## src/rtl/pcie_flow_ctrl_init_rx.sv

```systemverilog
// -----------------------------------------------------------------------------
// pcie_flow_ctrl_init_rx
//
// Receive side of PCIe data-link flow-control initialisation.
// - Parses InitFC1/InitFC2 DLLPs from a 32-bit AXIS stream of two beats:
//   beat 1 carries the 4 DLLP bytes, beat 2 carries ~CRC16 in tdata[15:0].
// - Checks the DLLP CRC16 and stores the VC0 header/data credits for P, NP
//   and Cpl.
// - Flags completion of the FC1 and FC2 phases for the transmitter.
//
// Optional feature macro: PCIE_FC_SCALE_EN
//   defined   : hdr_scale_o / data_scale_o capture the per-type scale fields.
//   undefined : both scale outputs are tied to zero.
//
// Ports:
//   clk_i, rst_ni            clock, synchronous active-low reset
//   start_flow_control_i     FC init active; low clears flags/credits/counter
//   s_axis_*                 DLLP beat stream (tkeep/tuser not interpreted)
//   fc1_values_stored_o      P, NP and Cpl credits all captured (sticky)
//   fc2_values_stored_o      InitFC2 seen after FC1 complete (sticky)
//   hdr_fc_*_o, data_fc_*_o  stored header (8b) / data (12b) credits
//   hdr_scale_o, data_scale_o {Cpl,NP,P} 2-bit scale fields
//   crc_err_o, malformed_o   one-cycle error pulses
//   crc_err_count_o          saturating CRC error count
// -----------------------------------------------------------------------------

// Serial DLLP CRC16 (poly 0x100B), data consumed byte 0 first, LSB first.
module pcie_datalink_crc (
  input  logic [31:0] data_i,
  input  logic [15:0] crc_in_i,
  output logic [15:0] crc_out_o
);

  function automatic logic [15:0] crc16_step32(input logic [15:0] crc_in,
                                               input logic [31:0] data);
    logic [15:0] c;
    logic        fb;
    c = crc_in;
    for (int i = 0; i < 32; i++) begin
      fb = c[15] ^ data[i];
      c  = {c[14:0], 1'b0} ^ (fb ? 16'h100B : 16'h0000);
    end
    return c;
  endfunction

  // CRC over one full 32-bit beat
  always_comb begin
    crc_out_o = crc16_step32(crc_in_i, data_i);
  end

endmodule

module pcie_flow_ctrl_init_rx #(
  parameter int DATA_WIDTH = 32,
  parameter int KEEP_WIDTH = DATA_WIDTH/8,
  parameter int USER_WIDTH = 3
) (
  input  logic                  clk_i,
  input  logic                  rst_ni,
  input  logic                  start_flow_control_i,
  input  logic [DATA_WIDTH-1:0] s_axis_tdata,
  input  logic [KEEP_WIDTH-1:0] s_axis_tkeep,
  input  logic                  s_axis_tvalid,
  input  logic                  s_axis_tlast,
  input  logic [USER_WIDTH-1:0] s_axis_tuser,
  output logic                  s_axis_tready,
  output logic                  fc1_values_stored_o,
  output logic                  fc2_values_stored_o,
  output logic [7:0]            hdr_fc_p_o,
  output logic [7:0]            hdr_fc_np_o,
  output logic [7:0]            hdr_fc_cpl_o,
  output logic [11:0]           data_fc_p_o,
  output logic [11:0]           data_fc_np_o,
  output logic [11:0]           data_fc_cpl_o,
  output logic [5:0]            hdr_scale_o,
  output logic [5:0]            data_scale_o,
  output logic                  crc_err_o,
  output logic                  malformed_o,
  output logic [7:0]            crc_err_count_o
);

  typedef enum logic [1:0] {
    ST_IDLE   = 2'd0,
    ST_CRC    = 2'd1,
    ST_COMMIT = 2'd2
  } state_e;

  localparam logic [4:0] TYPE_FC1_P   = 5'h08;
  localparam logic [4:0] TYPE_FC1_NP  = 5'h0A;
  localparam logic [4:0] TYPE_FC1_CPL = 5'h0C;
  localparam logic [4:0] TYPE_FC2_P   = 5'h18;
  localparam logic [4:0] TYPE_FC2_NP  = 5'h1A;
  localparam logic [4:0] TYPE_FC2_CPL = 5'h1C;

  localparam logic [1:0] KIND_P    = 2'd0;
  localparam logic [1:0] KIND_NP   = 2'd1;
  localparam logic [1:0] KIND_CPL  = 2'd2;
  localparam logic [1:0] KIND_NONE = 2'd3;

  // Map a DLLP type code onto the credit class it updates.
  function automatic logic [1:0] fc_kind(input logic [4:0] t);
    logic [1:0] k;
    case (t)
      TYPE_FC1_P,   TYPE_FC2_P:   k = KIND_P;
      TYPE_FC1_NP,  TYPE_FC2_NP:  k = KIND_NP;
      TYPE_FC1_CPL, TYPE_FC2_CPL: k = KIND_CPL;
      default:                    k = KIND_NONE;
    endcase
    return k;
  endfunction

  state_e      state_q;
  logic        tready_q;
  logic [15:0] crc_q;
  logic [4:0]  type_q;
  logic [2:0]  vc_q;
  logic [7:0]  hdr_q;
  logic [11:0] data_q;
  logic        crc_err_q;
  logic        malformed_q;
  logic [7:0]  err_cnt_q;
  logic [7:0]  err_cnt_d;

  logic [7:0]  hdr_p_q, hdr_np_q, hdr_cpl_q;
  logic [11:0] data_p_q, data_np_q, data_cpl_q;
  logic [2:0]  recv_q;
  logic        fc1_q;
  logic        fc2_q;

  logic [7:0]  byte0_s, byte1_s, byte2_s, byte3_s;
  logic [15:0] crc_out_s;
  logic        beat_hs_s;
  logic        commit_s;
  logic [1:0]  kind_s;
  logic        unused_s;

  assign byte0_s   = s_axis_tdata[7:0];
  assign byte1_s   = s_axis_tdata[15:8];
  assign byte2_s   = s_axis_tdata[23:16];
  assign byte3_s   = s_axis_tdata[31:24];
  assign beat_hs_s = s_axis_tvalid & tready_q;
  assign unused_s  = ^{s_axis_tkeep, s_axis_tuser};

  pcie_datalink_crc u_crc (
    .data_i    (s_axis_tdata[31:0]),
    .crc_in_i  (16'hFFFF),
    .crc_out_o (crc_out_s)
  );

  // Saturating next value of the CRC error counter
  always_comb begin
    if (err_cnt_q == 8'hFF) begin
      err_cnt_d = 8'hFF;
    end else begin
      err_cnt_d = err_cnt_q + 8'd1;
    end
  end

`ifdef PCIE_FC_SCALE_EN
  logic [1:0] hscale_q, dscale_q;
  logic [5:0] hdr_scale_q, data_scale_q;
`endif

  // DLLP framing FSM: beat capture, CRC check, one-cycle commit slot
  always_ff @(posedge clk_i) begin
    if (!rst_ni) begin
      state_q     <= ST_IDLE;
      tready_q    <= 1'b0;
      crc_q       <= 16'h0000;
      type_q      <= 5'h00;
      vc_q        <= 3'd0;
      hdr_q       <= 8'h00;
      data_q      <= 12'h000;
      crc_err_q   <= 1'b0;
      malformed_q <= 1'b0;
      err_cnt_q   <= 8'h00;
`ifdef PCIE_FC_SCALE_EN
      hscale_q    <= 2'd0;
      dscale_q    <= 2'd0;
`endif
    end else if (!start_flow_control_i) begin
      // Keep draining the stream but drop any partial DLLP.
      state_q     <= ST_IDLE;
      tready_q    <= 1'b1;
      crc_err_q   <= 1'b0;
      malformed_q <= 1'b0;
      err_cnt_q   <= 8'h00;
    end else begin
      crc_err_q   <= 1'b0;
      malformed_q <= 1'b0;
      case (state_q)
        ST_IDLE: begin
          tready_q <= 1'b1;
          if (beat_hs_s) begin
            if (s_axis_tlast) begin
              malformed_q <= 1'b1;
            end else begin
              type_q  <= byte0_s[7:3];
              vc_q    <= byte0_s[2:0];
              hdr_q   <= {byte1_s[5:0], byte2_s[7:6]};
              data_q  <= {byte2_s[3:0], byte3_s};
              crc_q   <= crc_out_s;
`ifdef PCIE_FC_SCALE_EN
              hscale_q <= byte1_s[7:6];
              dscale_q <= byte2_s[5:4];
`endif
              state_q <= ST_CRC;
            end
          end
        end
        ST_CRC: begin
          tready_q <= 1'b1;
          if (beat_hs_s) begin
            if (s_axis_tlast) begin
              if (s_axis_tdata[15:0] == ~crc_q) begin
                state_q  <= ST_COMMIT;
                tready_q <= 1'b0;   // hold off the next DLLP for the commit slot
              end else begin
                crc_err_q <= 1'b1;
                err_cnt_q <= err_cnt_d;
                state_q   <= ST_IDLE;
              end
            end else begin
              // Extra non-last beat: flag it and keep waiting for tlast.
              malformed_q <= 1'b1;
            end
          end
        end
        ST_COMMIT: begin
          state_q  <= ST_IDLE;
          tready_q <= 1'b1;
        end
        default: begin
          state_q  <= ST_IDLE;
          tready_q <= 1'b1;
        end
      endcase
    end
  end

  assign commit_s = (state_q == ST_COMMIT) && (vc_q == 3'd0);
  assign kind_s   = fc_kind(type_q);

  // Credit storage and FC1/FC2 completion flags
  always_ff @(posedge clk_i) begin
    if (!rst_ni || !start_flow_control_i) begin
      hdr_p_q    <= 8'h00;
      hdr_np_q   <= 8'h00;
      hdr_cpl_q  <= 8'h00;
      data_p_q   <= 12'h000;
      data_np_q  <= 12'h000;
      data_cpl_q <= 12'h000;
      recv_q     <= 3'b000;
      fc1_q      <= 1'b0;
      fc2_q      <= 1'b0;
`ifdef PCIE_FC_SCALE_EN
      hdr_scale_q  <= 6'd0;
      data_scale_q <= 6'd0;
`endif
    end else begin
      // FC1 completes the cycle after the last received bit lands.
      fc1_q <= fc1_q | (&recv_q);
      if (commit_s) begin
        case (kind_s)
          KIND_P: begin
            hdr_p_q   <= hdr_q;
            data_p_q  <= data_q;
            recv_q[0] <= 1'b1;
`ifdef PCIE_FC_SCALE_EN
            hdr_scale_q[1:0]  <= hscale_q;
            data_scale_q[1:0] <= dscale_q;
`endif
          end
          KIND_NP: begin
            hdr_np_q  <= hdr_q;
            data_np_q <= data_q;
            recv_q[1] <= 1'b1;
`ifdef PCIE_FC_SCALE_EN
            hdr_scale_q[3:2]  <= hscale_q;
            data_scale_q[3:2] <= dscale_q;
`endif
          end
          KIND_CPL: begin
            hdr_cpl_q  <= hdr_q;
            data_cpl_q <= data_q;
            recv_q[2]  <= 1'b1;
`ifdef PCIE_FC_SCALE_EN
            hdr_scale_q[5:4]  <= hscale_q;
            data_scale_q[5:4] <= dscale_q;
`endif
          end
          default: begin
            recv_q <= recv_q;
          end
        endcase
        // InitFC2 types have bit 4 of the type code set.
        if ((kind_s != KIND_NONE) && type_q[4] && fc1_q) begin
          fc2_q <= 1'b1;
        end
      end
    end
  end

  assign s_axis_tready       = tready_q;
  assign fc1_values_stored_o = fc1_q;
  assign fc2_values_stored_o = fc2_q;
  assign hdr_fc_p_o          = hdr_p_q;
  assign hdr_fc_np_o         = hdr_np_q;
  assign hdr_fc_cpl_o        = hdr_cpl_q;
  assign data_fc_p_o         = data_p_q;
  assign data_fc_np_o        = data_np_q;
  assign data_fc_cpl_o       = data_cpl_q;
  assign crc_err_o           = crc_err_q;
  assign malformed_o         = malformed_q;
  assign crc_err_count_o     = err_cnt_q;
`ifdef PCIE_FC_SCALE_EN
  assign hdr_scale_o         = hdr_scale_q;
  assign data_scale_o        = data_scale_q;
`else
  assign hdr_scale_o         = 6'd0;
  assign data_scale_o        = 6'd0;
`endif

endmodule

```

## config.mk

```make
export PLATFORM = sky130hd
export DESIGN_NAME = pcie_flow_ctrl_init_rx
export DESIGN_NICKNAME = d
export VERILOG_FILES = /design/src/rtl/pcie_flow_ctrl_init_rx.sv
export SDC_FILE = /design/constraint.sdc
export NUM_CORES = 1
export LEC_CHECK = 0
export BUFFER_PORTS_ARGS = -buffer_cell sky130_fd_sc_hd__buf_4
export CORE_MARGIN = 5
export CORE_UTILIZATION = 56
export CTS_CLUSTER_DIAMETER = 200
export DETAILED_ROUTE_END_ITERATION = 6
export PLACE_DENSITY = 0.81
export SLEW_MARGIN = 15
export SYNTH_ARGS = -nofsm -noshare
export SYNTH_HDL_FRONTEND = slang
export SYNTH_HIERARCHICAL = 1
export SYNTH_SLANG_ARGS = --single-unit
export TNS_END_PERCENT = 5
```

## constraint.sdc

```tcl
create_clock -name clk_i -period 4.1 [get_ports clk_i]
set_clock_uncertainty 0.05 [all_clocks]
set_input_delay 0.41 -clock clk_i [delete_from_list [all_inputs] [get_ports clk_i]]
set_output_delay 0.41 -clock clk_i [all_outputs]
set_load 0.01 [all_outputs]
```

# After elaboration in Yosys (flattened, before gate mapping)
# Cells that the tools add are included.
# op_classes
n_addsub	1
n_mux	50
n_reduce_logical	22
bitwise	68
n_eq_ne	17
# ops
cell	count
$xor A16 B16 Y16	31
$mux W13	32
$xor A1 B1 Y1	31
$eq A16 B16 Y1	1
$not A16 Y16	1
$eq A5 B4 Y1 const B	3
$eq A5 B5 Y1 const B	3
$not A15 Y15	1
$reduce_and A4 Y1	3
$mux W2	5
$ne A2 B2 Y1 const B	5
$reduce_and A2 Y1	5
$mux W1	9
$add A8 B1 Y8 const B	1
$eq A8 B8 Y1 const B	1
$mux W8	1
$pmux W2 S3	1
$reduce_or A2 Y1	3
$reduce_and A5 Y1	1
$eq A2 B1 Y1 const B	2
$eq A2 B2 Y1 const B	2
$logic_not A2 Y1	2
$pmux W2 S2	1
$logic_and A1 B1 Y1	3
8 further kinds	10
# totals
out_inout_bits	85
reg_bits	122

# Longest topological paths before layout
# Gate-level depths: netlist (run 1).
# depth
word_depth	95
ltp_mapped	9
depth_no_buf	9

# Hierarchy
# Netlist (run 1), hierarchy kept.
# modules_own_cells
mod	cells_per_inst	area_each_um2	seq_area_each_um2	n_inst
pcie_flow_ctrl_init_rx	560	4880.9	2442.3	1
pcie_datalink_crc	112	1649.1	0.0	1

# Worst setup path before layout (run 1)
# No wires, ideal clock.
# synth_timing
path_type	in2reg
start	input s_axis_tdata[0]
end	register crc_q[4]
required_time_ns	3.928
setup_ns	0.122
t_arrival_ns	3.028
n_path_buf	0
slack_ns	0.900
stages	9
path_cell_list	xnor2_2 > xnor3_2 > xnor3_2 > xnor2_4 > xnor3_2 > xor2_2 > xor3_1 > nand2_1 > a21boi_0
# synth_via
elab_chain_len	47
elab_cells_between_ends	63
cone_classes	16 x mux; 47 x bitwise
# synth_rtl
element	line	rtl
start: declaration	61	input logic [DATA_WIDTH-1:0] s_axis_tdata,
$mux W13 *	41	c = {c[14:0], 1'b0} ^ (fb ? 16'h100B : 16'h0000);
$not A15 Y15 (no line)	-	
$xor A16 B16 Y16 * (3 in a row)	41	
$xor A1 B1 Y1	40	fb = c[15] ^ data[i];
$mux W13	41	
$xor A16 B16 Y16 * (4 in a row)	41	
$xor A1 B1 Y1	40	
$mux W13	41	
[18 not listed]	-	
$xor A16 B16 Y16 * (4 in a row)	41	
$xor A1 B1 Y1	40	
$mux W13	41	
$xor A16 B16 Y16 * (4 in a row)	41	
$xor A1 B1 Y1	40	
$mux W13	41	
$xor A16 B16 Y16 * (4 in a row)	41	
via crc_out_s[4]	131	logic [15:0] crc_out_s;
end signal: assignment	202	crc_q <= crc_out_s;
end: declaration	114	logic [15:0] crc_q;
# The timed path passes the listed nets; every way through them passes the cells marked *.
# A chain may end at the register's enable or synchronous reset.

# Worst setup path in the final report (run 1)
# layout_timing
start	input s_axis_tdata[2]
end	register crc_q[4]
# layout_via
elab_chain_len	46
elab_cells_between_ends	58
cone_classes	14 x mux; 44 x bitwise
# layout_rtl
element	line
$xor A1 B1 Y1 *	40
$mux W13 *	41
$xor A16 B16 Y16 * (4 in a row)	41
$xor A1 B1 Y1	40
$mux W13	41
$xor A16 B16 Y16 * (4 in a row)	41
$xor A1 B1 Y1	40
$mux W13	41
[18 not listed]	-
$xor A16 B16 Y16 * (4 in a row)	41
$xor A1 B1 Y1	40
$mux W13	41
$xor A16 B16 Y16 * (4 in a row)	41
$xor A1 B1 Y1	40
$mux W13	41
$xor A16 B16 Y16 * (2 in a row)	41
via crc_out_s[4]	131
# Marked as above.

==> flow_metrics.py, run 1 <==
metrics = {
    "outcome": {
        "run_status": "finished clean",
    },
    "detailed_routing": {
        "dr_wl_met3_um": 998,
        "drt-pass1-iter-count": 7,
        "wl_mm": 15.8,
        "antenna_left": 0,
        "vias": 5033,
        "drt_iter0_drc": 472,
        "viasPerCell": 5.35,
        "post_drt_wl_per_cell_um": 16.9,
        "wl_met2_mm": 7.83,
        "drt-met1-wl_mm": 6.51,
        "drc_errors": 0,
        "top_layer": "met4",
    },
    "sta": {
        "maxSlewHeadroom_pct": 40.9,
        "finalHoldViolCount": 0,
        "slew_viol_final": 0,
        "rsz0062_at_grt": "false",
        "fin_crit_sh_pct": 78.1,
        "setup_viol": 0,
        "fmax_ghz": 0.312,
        "tightest_slew_ns": 0.885,
        "timing.setup.tns_ns": 0,
        "setup_slack_ns": 0.898,
        "fin_crit_ns": 3.20,
    },
    "layout": {
        "final_common_cell": "nand2_1",
        "area_delta_synth_final_pct": 23.1,
        "finalNonFillerCells": 940,
        "fillerInstances": 842,
        "antenna_cells": 0,
        "multi_input_area_um2": 3920,
        "drive_above_1_share_pct": 23.6,
        "final-seq-area_um2": 2440,
        "nets": 831,
        "final_util_pct": 70.4,
        "layout.cells.most_common_list": "nand2_1 (174), dfxtp_1 (122), buf_4 (113), xnor2_1 (61), a21boi_0 (45)",
    },
    "clock_tree": {
        "cts_buffers": 17,
        "cts_sinks": 122,
        "ctsHoldBuffers": 0,
        "cts.path.max_buffers": 2,
        "htree_num_levels": 4,
        "clock_latency_ns": 0.42,
        "cts_tree": "built",
        "clk_transition_reported_paths_ns": 0.06,
        "root_buffer": "clkbuf_16",
        "ctsResizeCount": 0,
        "post_cts.repair.setup_buffers": 0,
    },
    "worst_setup_path": {
        "reg2reg_slack_ns": 2.00,
        "crit_path_max_fanout": 6,
        "crit_slowest_cell": "xnor3_2",
        "timing.rr.end": "data_fc_cpl_o[9]",
        "path_class": "in -> reg",
        "rr_worst_depth": 5,
        "endpoint_kind": "register",
        "crit_chain": "buf_4 -> xnor2_2 -> xnor3_2 -> xor2_2 -> xnor3_2 -> xnor2_1 -> xnor2_1 -> xor3_1 -> nand2_1 -> a21boi_0",
        "critical_path.max_stage_delay_ns": 0.60,
        "worst_ep_required_time_ns": 4.36,
        "endpoint": "crc_q[4]",
        "startpoint_type": "primary input",
        "worstReg2RegStart": "vc_q[0]",
        "arrival_ns": 3.46,
        "startpoint": "s_axis_tdata[2]",
    },
    "synth": {
        "synth_mux_area_share_pct": 3.07,
        "syn-cell-area_um2": 6530,
        "synthAdderAreaFrac_pct": 0.192,
        "synth_compound_area_share_pct": 10.5,
        "synth_top_family_by_area": "XOR/XNOR gates",
        "syn_inst": 672,
        "seq_area_frac_synth_pct": 37.4,
        "avgSynthCellArea_um2": 9.72,
        "synth_ff_type": "dfxtp_1",
        "async_reset_ff_share_pct": 0,
        "ys_types": 50,
        "synth_xor_area_share_pct": 27.5,
        "yosys_register_bits": 122,
        "synth_edf_count": 0,
        "yosys.area_share.simple_pct": 17.0,
        "yosysWarnings": 6,
    },
    "floorplanning": {
        "die_area_um2": 13900,
        "die_x_um": 118,
        "rows": 39,
        "die-height_um": 118,
        "io_pins": 129,
        "core_um2": 11400,
        "start_util_pct": 57.2,
    },
    "grt": {
        "grt_pass1_wl_mm": 25.8,
        "grt_pass1_vias": 5083,
        "grt_max_degree": 47,
        "antenna_found_initial": 0,
        "overflow": 0,
        "grtUsageTotal_pct": 23.0,
    },
    "power_and_ir_drop": {
        "ir_drop_mv": 1.68,
        "power.density_nw_per_um2": 916,
        "p_leak_nw": 3.18,
        "power_mw": 7.36,
    },
    "place": {
        "dp_hpwl_mm": 11.4,
        "io_buffers": 109,
        "preCtsSetupSlack_ns": 0.515,
        "place.gp.congestion": 0.898,
        "dpl.cell_count": 909,
    },
    "worst_hold_path": {
        "min_path_cells": 2,
        "min_from": "start_flow_control_i",
        "hp-class": "in -> reg",
    },
    "flow_run": {
        "cap_violations": 0,
    },
}
worst min-delay path by stage:
stage,to,slack (ns)
after floorplan,recv_q[1],0.39
after global placement,data_fc_cpl_o[9],0.39
after detailed placement,data_fc_cpl_o[8],0.40
after CTS,s_axis_tready,0.15
after global routing,s_axis_tready,0.18
final,s_axis_tready,0.17
per-layer routing:
| metal | vias to the layer above | GRT usage [%] |
|---|---|---|
| met5 | - | 0 |
| met4 | 0 | 9.75 |
| met3 | 46 | 6.82 |
| met2 | 177 | 38.4 |
| met1 | 2386 | 27.7 |
| li1 | 2424 | - |
sequential cells by signal, summed over array words and instances, names as in the netlist, 2 cells and up:
signal,count
crc_err_count_o,8
crc_q,16
data_fc_cpl_o,12
data_fc_np_o,12
data_fc_p_o,12
data_q,12
hdr_fc_cpl_o,8
hdr_fc_np_o,8
hdr_fc_p_o,8
hdr_q,8
recv_q,3
state_q,2
type_q,5
vc_q,3
cell type report:
| cell class | instances | area share [%] |
|---|---|---|
| sequential | 122 | 30.4 |
| inverter | 1 | 0.0467 |
| tap | 143 | 2.23 |
| multi-input combinational | 530 | 48.7 |
| clock buffer | 23 | 6.19 |
| clock inverter | 7 | 1.71 |
| timing repair buffer | 114 | 10.7 |
worst max-delay path, delay by kind of cell:
kind,cells,cell delay (ns)
buf+inv,1,0.12
compound gates,1,0.07
simple gates,1,0.06
xor+xnor,7,2.79
per-stage QoR:
step	cell area, um^2	hold slack [ns]
after floorplan	6630	0.389
after global placement	7390	0.390
after detailed placement	7390	0.397
after CTS	8030	0.152
after global routing	8040	0.181
final	8040	0.167
cells in the mapped netlist, drive strengths merged, types with 2 or more instances:
library cell  instances  area, um^2
nor4                  5        56.3
nand2               175         657
and3                  8        51.3
xnor2                71         764
nand3b                2        15.0
and4                  2        17.5
nor3                  7        46.3
a211oi                4        30.0
xor2                 25         260
mux2i                20         200
clkbuf               19        71.3
a21oi                45         244
buf                  27         200
dfxtp               122        2440
nand4                 2        18.8
xor3                  7         166
a311oi                2        23.8
nand3                 4        25.0
conb                  2        7.51
nor2b                 2        12.5
a31oi                 6        37.5
nor2                 34         128
nor3b                 2        31.3
a21boi               45         338
xnor3                26         607
logic make-up (layout without fill, tap and decap cells):
| group | count (synthesis) | count (layout) |
|---|---|---|
| AOI/OAI and AO/OA | 104 | 104 |
| xor gates and xnor gates | 129 | 129 |
| adders and majority gates | 1 | 1 |
| buffers and inverters | 47 | 145 |
| DFF | 122 | 122 |
| muxes | 20 | 20 |
| other | 2 | 29 |
| and+or+nand+nor | 247 | 247 |
where the power goes:
| group | internal [mW] | switching (mW) | total (mW) |
|---|---|---|---|
| Clock | 1.09 | 0.511 | 1.60 |
| Sequential | 1.26 | 0.0547 | 1.32 |
| Combinational | 2.42 | 2.03 | 4.45 |
| Total | 4.77 | 2.59 | 7.36 |
No activity file was read; power rests on OpenSTA's default activity.
==> inputs of run 2 (changes only) <==
==> constraint.sdc (replaced) <==
create_clock -name clk_i -period 3 [get_ports clk_i]
set_clock_uncertainty 0.05 [all_clocks]
set_input_delay 0.3 -clock clk_i [delete_from_list [all_inputs] [get_ports clk_i]]
set_output_delay 0.3 -clock clk_i [all_outputs]
set_load 0.01 [all_outputs]
==> run 2 against run 1 <==
Against the previous run:
- via count grew 2.6%
- register-to-register slack lost 1.2 ns
- clock-buffer cell count shrank 4
- wire length grew 3.3%
- worst setup slack lost 0.59 ns
- highest routed layer unchanged
- non-clock buffer count grew 49
- total power grew 52%
==> flow_metrics.py, run 2 (synthesized netlist as in run 1, its figures left out) <==
metrics = {
    "sta": {
        "tightest_slew_ns": 0.863,
        "timing.setup.tns_ns": 0,
        "setup_slack_ns": 0.310,
        "maxSlewHeadroom_pct": 42.3,
        "rsz0062_at_grt": "false",
        "fin_crit_ns": 2.69,
        "fin_crit_sh_pct": 89.7,
        "setup_viol": 0,
        "finalHoldViolCount": 0,
        "fmax_ghz": 0.372,
        "slew_viol_final": 0,
    },
    "detailed_routing": {
        "drc_errors": 0,
        "drt_iter0_drc": 371,
        "vias": 5163,
        "drt-pass1-iter-count": 5,
        "post_drt_wl_per_cell_um": 16.5,
        "wl_mm": 16.4,
        "viasPerCell": 5.21,
        "antenna_left": 0,
    },
    "outcome": {
        "run_status": "finished clean",
    },
    "clock_tree": {
        "htree_num_levels": 4,
        "cts_buffers": 17,
        "clock_latency_ns": 0.41,
        "ctsResizeCount": 0,
        "cts_tree": "built",
        "cts.path.max_buffers": 2,
        "ctsHoldBuffers": 0,
        "post_cts.repair.setup_buffers": 0,
        "clk_transition_reported_paths_ns": 0.06,
        "cts_sinks": 122,
        "root_buffer": "clkbuf_16",
    },
    "floorplanning": {
        "core_um2": 11400,
        "rows": 39,
        "die-height_um": 118,
        "die_x_um": 118,
        "io_pins": 129,
        "start_util_pct": 57.2,
        "die_area_um2": 13900,
    },
    "flow_run": {
        "cap_violations": 0,
    },
    "worst_setup_path": {
        "critical_path_buf_inv_count": 2,
        "startpoint_type": "primary input",
        "worst_ep_required_time_ns": 3.28,
        "critical-path-top-delay-family": "XOR/XNOR gates",
        "arrival_ns": 2.98,
        "cpMostUsedCell": "xnor2_1",
        "endpoint_kind": "register",
        "crit_chain": "buf_4 -> xnor2_1 -> xnor3_2 -> xor2_1 -> buf_4 -> xnor2_1 -> xnor2_1 -> xnor3_1 -> xnor2_1 -> nand2_1 -> a21boi_0",
        "crit_path_max_fanout": 4,
        "path_class": "in -> reg",
        "crit_slowest_cell": "xnor3_2",
        "critical_path.max_stage_delay_ns": 0.54,
    },
    "layout": {
        "largest_reg_flops": 16,
        "area_delta_synth_final_pct": 28.5,
        "antenna_cells": 0,
        "drive_above_1_share_pct": 28.3,
        "final_util_pct": 73.5,
        "fillerInstances": 806,
        "nets": 880,
        "regMostFlops": "crc_q",
        "final_common_cell": "nand2_1",
        "layout.cells.most_common_list": "nand2_1 (174), buf_4 (162), dfxtp_1 (122), xnor2_1 (60), a21boi_0 (45)",
        "stdcell_area_um2": 8390,
    },
    "place": {
        "preCtsSetupSlack_ns": -0.0966,
        "dp_hpwl_mm": 11.8,
        "placed_area_um2": 7780,
        "place.gp.congestion": 0.908,
        "io_buffers": 109,
    },
    "grt": {
        "grt_pass1_vias": 5126,
        "grt_max_degree": 78,
        "antenna_found_initial": 0,
        "overflow": 0,
        "grt_pass1_wl_mm": 26.1,
        "grtUsageTotal_pct": 23.4,
    },
    "power_and_ir_drop": {
        "ir_drop_mv": 2.93,
        "power.density_nw_per_um2": 1340,
        "p_leak_nw": 3.40,
    },
    "worst_hold_path": {
        "hp-class": "in -> reg",
    },
}
==> run 2: cell types whose count changed in the layout (fill, tap and decap cells not counted), sizes merged <==
cell      delta
clkinvlp     +2
inv          +3
clkinv       +2
bufinv       -1
clkbuf       -4
buf         +49
==> run 2: worst paths after layout <==
path                     end                  from  slack, ns  depth (start not counted)
max                crc_q[13]       s_axis_tdata[5]       0.31                         11
min            s_axis_tready  start_flow_control_i       0.06                          2
max reg2reg   hdr_fc_np_o[4]               vc_q[0]       0.85                          5
min reg2reg  hdr_fc_cpl_o[4]       hdr_fc_cpl_o[4]       0.40                          2
==> run 2: worst reg2reg max path, stage by stage, from the launching register on <==
cell and delay, ns:
dfxtp_1 0.33, nor4b_4 0.32, and3_2 0.26, nand3b_1 0.59, nand2_1 0.32, a21oi_1 0.12
==> run 2: routing by layer <==
layer	global-route usage [%]	vias to the layer above	wire [um]
met5	0	-	0
met4	8.17	0	389
met3	6.30	33	892
met2	40.3	171	8290
met1	28.3	2448	6800
li1	-	2511	-
==> run 2: report_power, final <==
group / total [mW] / switching, mW / internal, mW
Combinational: 7.33 / 3.05 / 4.28
Sequential: 1.80 / 0.0782 / 1.72
Clock: 2.09 / 0.754 / 1.33
==> run 2: metrics by stage <==
stage                     power (mW)  cells  hold slack [ns]
after floorplan                 7.09    699            0.356
final                           11.2    991           0.0602
after global placement          9.05    959            0.391
after global routing            11.8    991           0.0479
after detailed placement        9.16    959            0.395
after CTS                       11.3    991           0.0469
==> run 2: area by class of cell <==
class,count,area (um^2),share of cell area [%]
Multi-Input combinational cell,530,3920,46.7
Timing Repair Buffer,163,1240,14.7
Tap cell,143,179,2.13
Sequential cell,122,2440,29.1
Clock buffer,19,443,5.28
Clock inverter,13,166,1.98
Inverter,1,3.75,0.0447
==> inputs of run 3 (changes only) <==
--- a/config.mk
+++ b/config.mk
@@ -6,11 +6,11 @@
 export NUM_CORES = 1
 export LEC_CHECK = 0
 export BUFFER_PORTS_ARGS = -buffer_cell sky130_fd_sc_hd__buf_4
-export CORE_MARGIN = 5
-export CORE_UTILIZATION = 56
+export CORE_MARGIN = 3
+export CORE_UTILIZATION = 60
 export CTS_CLUSTER_DIAMETER = 200
 export DETAILED_ROUTE_END_ITERATION = 6
-export PLACE_DENSITY = 0.81
+export PLACE_DENSITY = 0.86
 export SLEW_MARGIN = 15
 export SYNTH_ARGS = -nofsm -noshare
 export SYNTH_HDL_FRONTEND = slang
==> constraint.sdc (replaced) <==
create_clock -name clk_i -period 3.35 [get_ports clk_i]
set_clock_uncertainty 0.05 [all_clocks]
set_input_delay 0.335 -clock clk_i [delete_from_list [all_inputs] [get_ports clk_i]]
set_output_delay 0.335 -clock clk_i [all_outputs]
set_load 0.01 [all_outputs]
==> run 3 against run 2 <==
Against the previous run:
- non-clock buffer count fell by 36
- highest routed layer unchanged
- clock power fell by 11%
- sequential power fell by 11%
- largest power group unchanged
- worst setup slack improved by 0.25 ns
- critical endpoint is now crc_q[4]
- critical path type unchanged
- total power fell by 18%
- global-route usage rose by 4.7 points
- core utilization rose by 3.9 points
- sequential share of layout area rose by 1.1 points
==> flow_metrics.py, run 3 (synthesized netlist as in run 1, its figures left out) <==
metrics = {
    "grt": {
        "grt_max_degree": 66,
        "grt_pass1_wl_mm": 25.9,
        "grt_pass1_vias": 5105,
        "grtUsageTotal_pct": 28.2,
        "overflow": 0,
        "antenna_found_initial": 0,
    },
    "sta": {
        "setup_viol": 0,
        "maxSlewHeadroom_pct": 38.8,
        "rsz0062_at_grt": "false",
        "fin_crit_ns": 2.79,
        "timing.hold.ws_ns": 0.0460,
        "tightest_slew_ns": 0.915,
        "finalHoldViolCount": 0,
        "timing.setup.tns_ns": 0,
        "fin_crit_sh_pct": 83.3,
        "slew_viol_final": 0,
        "fmax_ghz": 0.358,
    },
    "layout": {
        "drive_above_1_share_pct": 25.0,
        "stdcell_area_um2": 8100,
        "final_common_cell": "nand2_1",
        "layout.cells.most_common_list": "nand2_1 (174), buf_4 (126), dfxtp_1 (122), xnor2_1 (61), a21boi_0 (45)",
        "area_delta_synth_final_pct": 24.0,
        "finalNonFillerCells": 948,
        "fillerInstances": 645,
        "final_util_pct": 77.4,
        "largest_reg_flops": 16,
        "regMostFlops": "crc_q",
        "nets": 844,
        "antenna_cells": 0,
    },
    "power_and_ir_drop": {
        "power.density_nw_per_um2": 1140,
        "p_seq_share_pct": 17.4,
        "switching_share_pct": 37.0,
        "ir_drop_mv": 3.25,
        "combinationalPowerShare_pct": 62.3,
        "p_leak_nw": 3.21,
        "power.switching_mw": 3.42,
        "power.share.clock_pct": 20.2,
        "internal_power_mw": 5.83,
    },
    "floorplanning": {
        "die_area_um2": 12200,
        "die-height_um": 110,
        "die_x_um": 110,
        "io_pins": 129,
        "core_um2": 10500,
        "rows": 37,
        "start_util_pct": 62.4,
    },
    "worst_setup_path": {
        "critical_path.max_stage_delay_ns": 0.46,
        "rr_worst_depth": 5,
        "endpoint_kind": "register",
        "crit_path_max_fanout": 4,
        "worstReg2RegStart": "vc_q[0]",
        "crit_chain": "buf_4 -> xnor2_2 -> buf_4 -> xor2_1 -> xnor3_1 -> xnor3_2 -> xnor2_4 -> xnor2_1 -> xor3_1 -> nand2_1 -> a21boi_0",
        "crit_slowest_cell": "xnor3_2",
        "startpoint_type": "primary input",
        "reg2reg_slack_ns": 1.16,
        "arrival_ns": 3.14,
        "startpoint": "s_axis_tdata[0]",
        "path_class": "in -> reg",
        "endpoint": "crc_q[4]",
        "cpMostUsedCell": "buf_4",
        "worst_ep_required_time_ns": 3.70,
        "timing.rr.end": "hdr_fc_cpl_o[0]",
    },
    "detailed_routing": {
        "wl_mm": 16.6,
        "drc_errors": 0,
        "vias": 5248,
        "antenna_left": 0,
        "post_drt_wl_per_cell_um": 17.5,
        "drt-pass1-iter-count": 5,
        "drt_iter0_drc": 446,
        "viasPerCell": 5.54,
    },
    "clock_tree": {
        "clk_transition_reported_paths_ns": 0.06,
        "clock_latency_ns": 0.51,
        "htree_num_levels": 4,
        "cts_buffers": 17,
        "cts_sinks": 122,
        "cts_tree": "built",
        "root_buffer": "clkbuf_8",
        "ctsResizeCount": 0,
        "cts.path.max_buffers": 2,
    },
    "worst_hold_path": {
        "min_from": "s_axis_tdata[29]",
        "hp-class": "in -> reg",
    },
    "outcome": {
        "run_status": "finished clean",
    },
    "place": {
        "placed_area_um2": 7480,
        "io_buffers": 109,
        "dpl.cell_count": 915,
        "dp_hpwl_mm": 11.1,
        "place.gp.congestion": 0.903,
    },
    "flow_run": {
        "cap_violations": 0,
    },
}
[run 3: cell types whose count changed in the layout (fill, tap and decap cells not counted), sizes merged]
cell and delta:
buf -37, dlygate4sd3 +1, clkbuf -2, clkinv +1
inv +1
[run 3: worst min-delay path by stage]
stage / end / depth (start not counted)
2_1_floorplan: recv_q[1] / 2
3_3_place_gp: data_fc_np_o[11] / 2
3_5_place_dp: data_fc_np_o[0] / 2
4_1_cts: data_q[10] / 3
5_1_grt: hdr_q[1] / 3
6_report: data_q[5] / 3
[run 3: through the flow]
stage	power [mW]	setup WS, ns
after floorplan	6.32	0.225
after global routing	9.69	0.419
after global placement	7.27	0.133
final	9.24	0.558
after detailed placement	7.39	0.0716
after CTS	9.29	0.573
[run 3: layout make-up]
type / instances / area [um^2] / share of cell area [%]
Sequential cell: 122 / 2440 / 30.2
Multi-Input combinational cell: 530 / 3920 / 48.4
Inverter: 1 / 3.75 / 0.0464
Clock inverter: 15 / 193 / 2.38
Timing Repair Buffer: 127 / 956 / 11.8
Clock buffer: 17 / 414 / 5.12
Tap cell: 136 / 170 / 2.10
[run 3: timing repair]
| item | CTS | global route |
|---|---|---|
| endpoints found under the hold margin | 1 | 0 |
| hold buffers | 1 | 0 |
| setup buffers | 0 | 0 |
[run 3: critical path: cells and delay by family]
kind	cells	cell delay, ns
xor gates and xnor gates	7	2.36
and+or+nand+nor	1	0.06
buffers and inverters	2	0.29
AOI/OAI and AO/OA	1	0.08
[run 3: routing by layer]
metal  GRT usage [%]  vias up  wire, um  part of all wire, %
met4            12.7        0       534                  3.2
met5               0        -         0                    0
met2            47.6      239      8440                   51
met1            34.7     2517      6580                   40
met3            5.88       45      1030                  6.2
li1                -     2447         -                    -
[run 3: power by group through the flow]
stage / logic, mW / registers [mW] / clock network (mW)
final: 5.76 / 1.61 / 1.87
after global routing: 6.13 / 1.62 / 1.94
after CTS: 5.80 / 1.61 / 1.88
after detailed placement: 5.75 / 1.64 / 0
after global placement: 5.64 / 1.63 / 0
after floorplan: 4.69 / 1.62 / 0
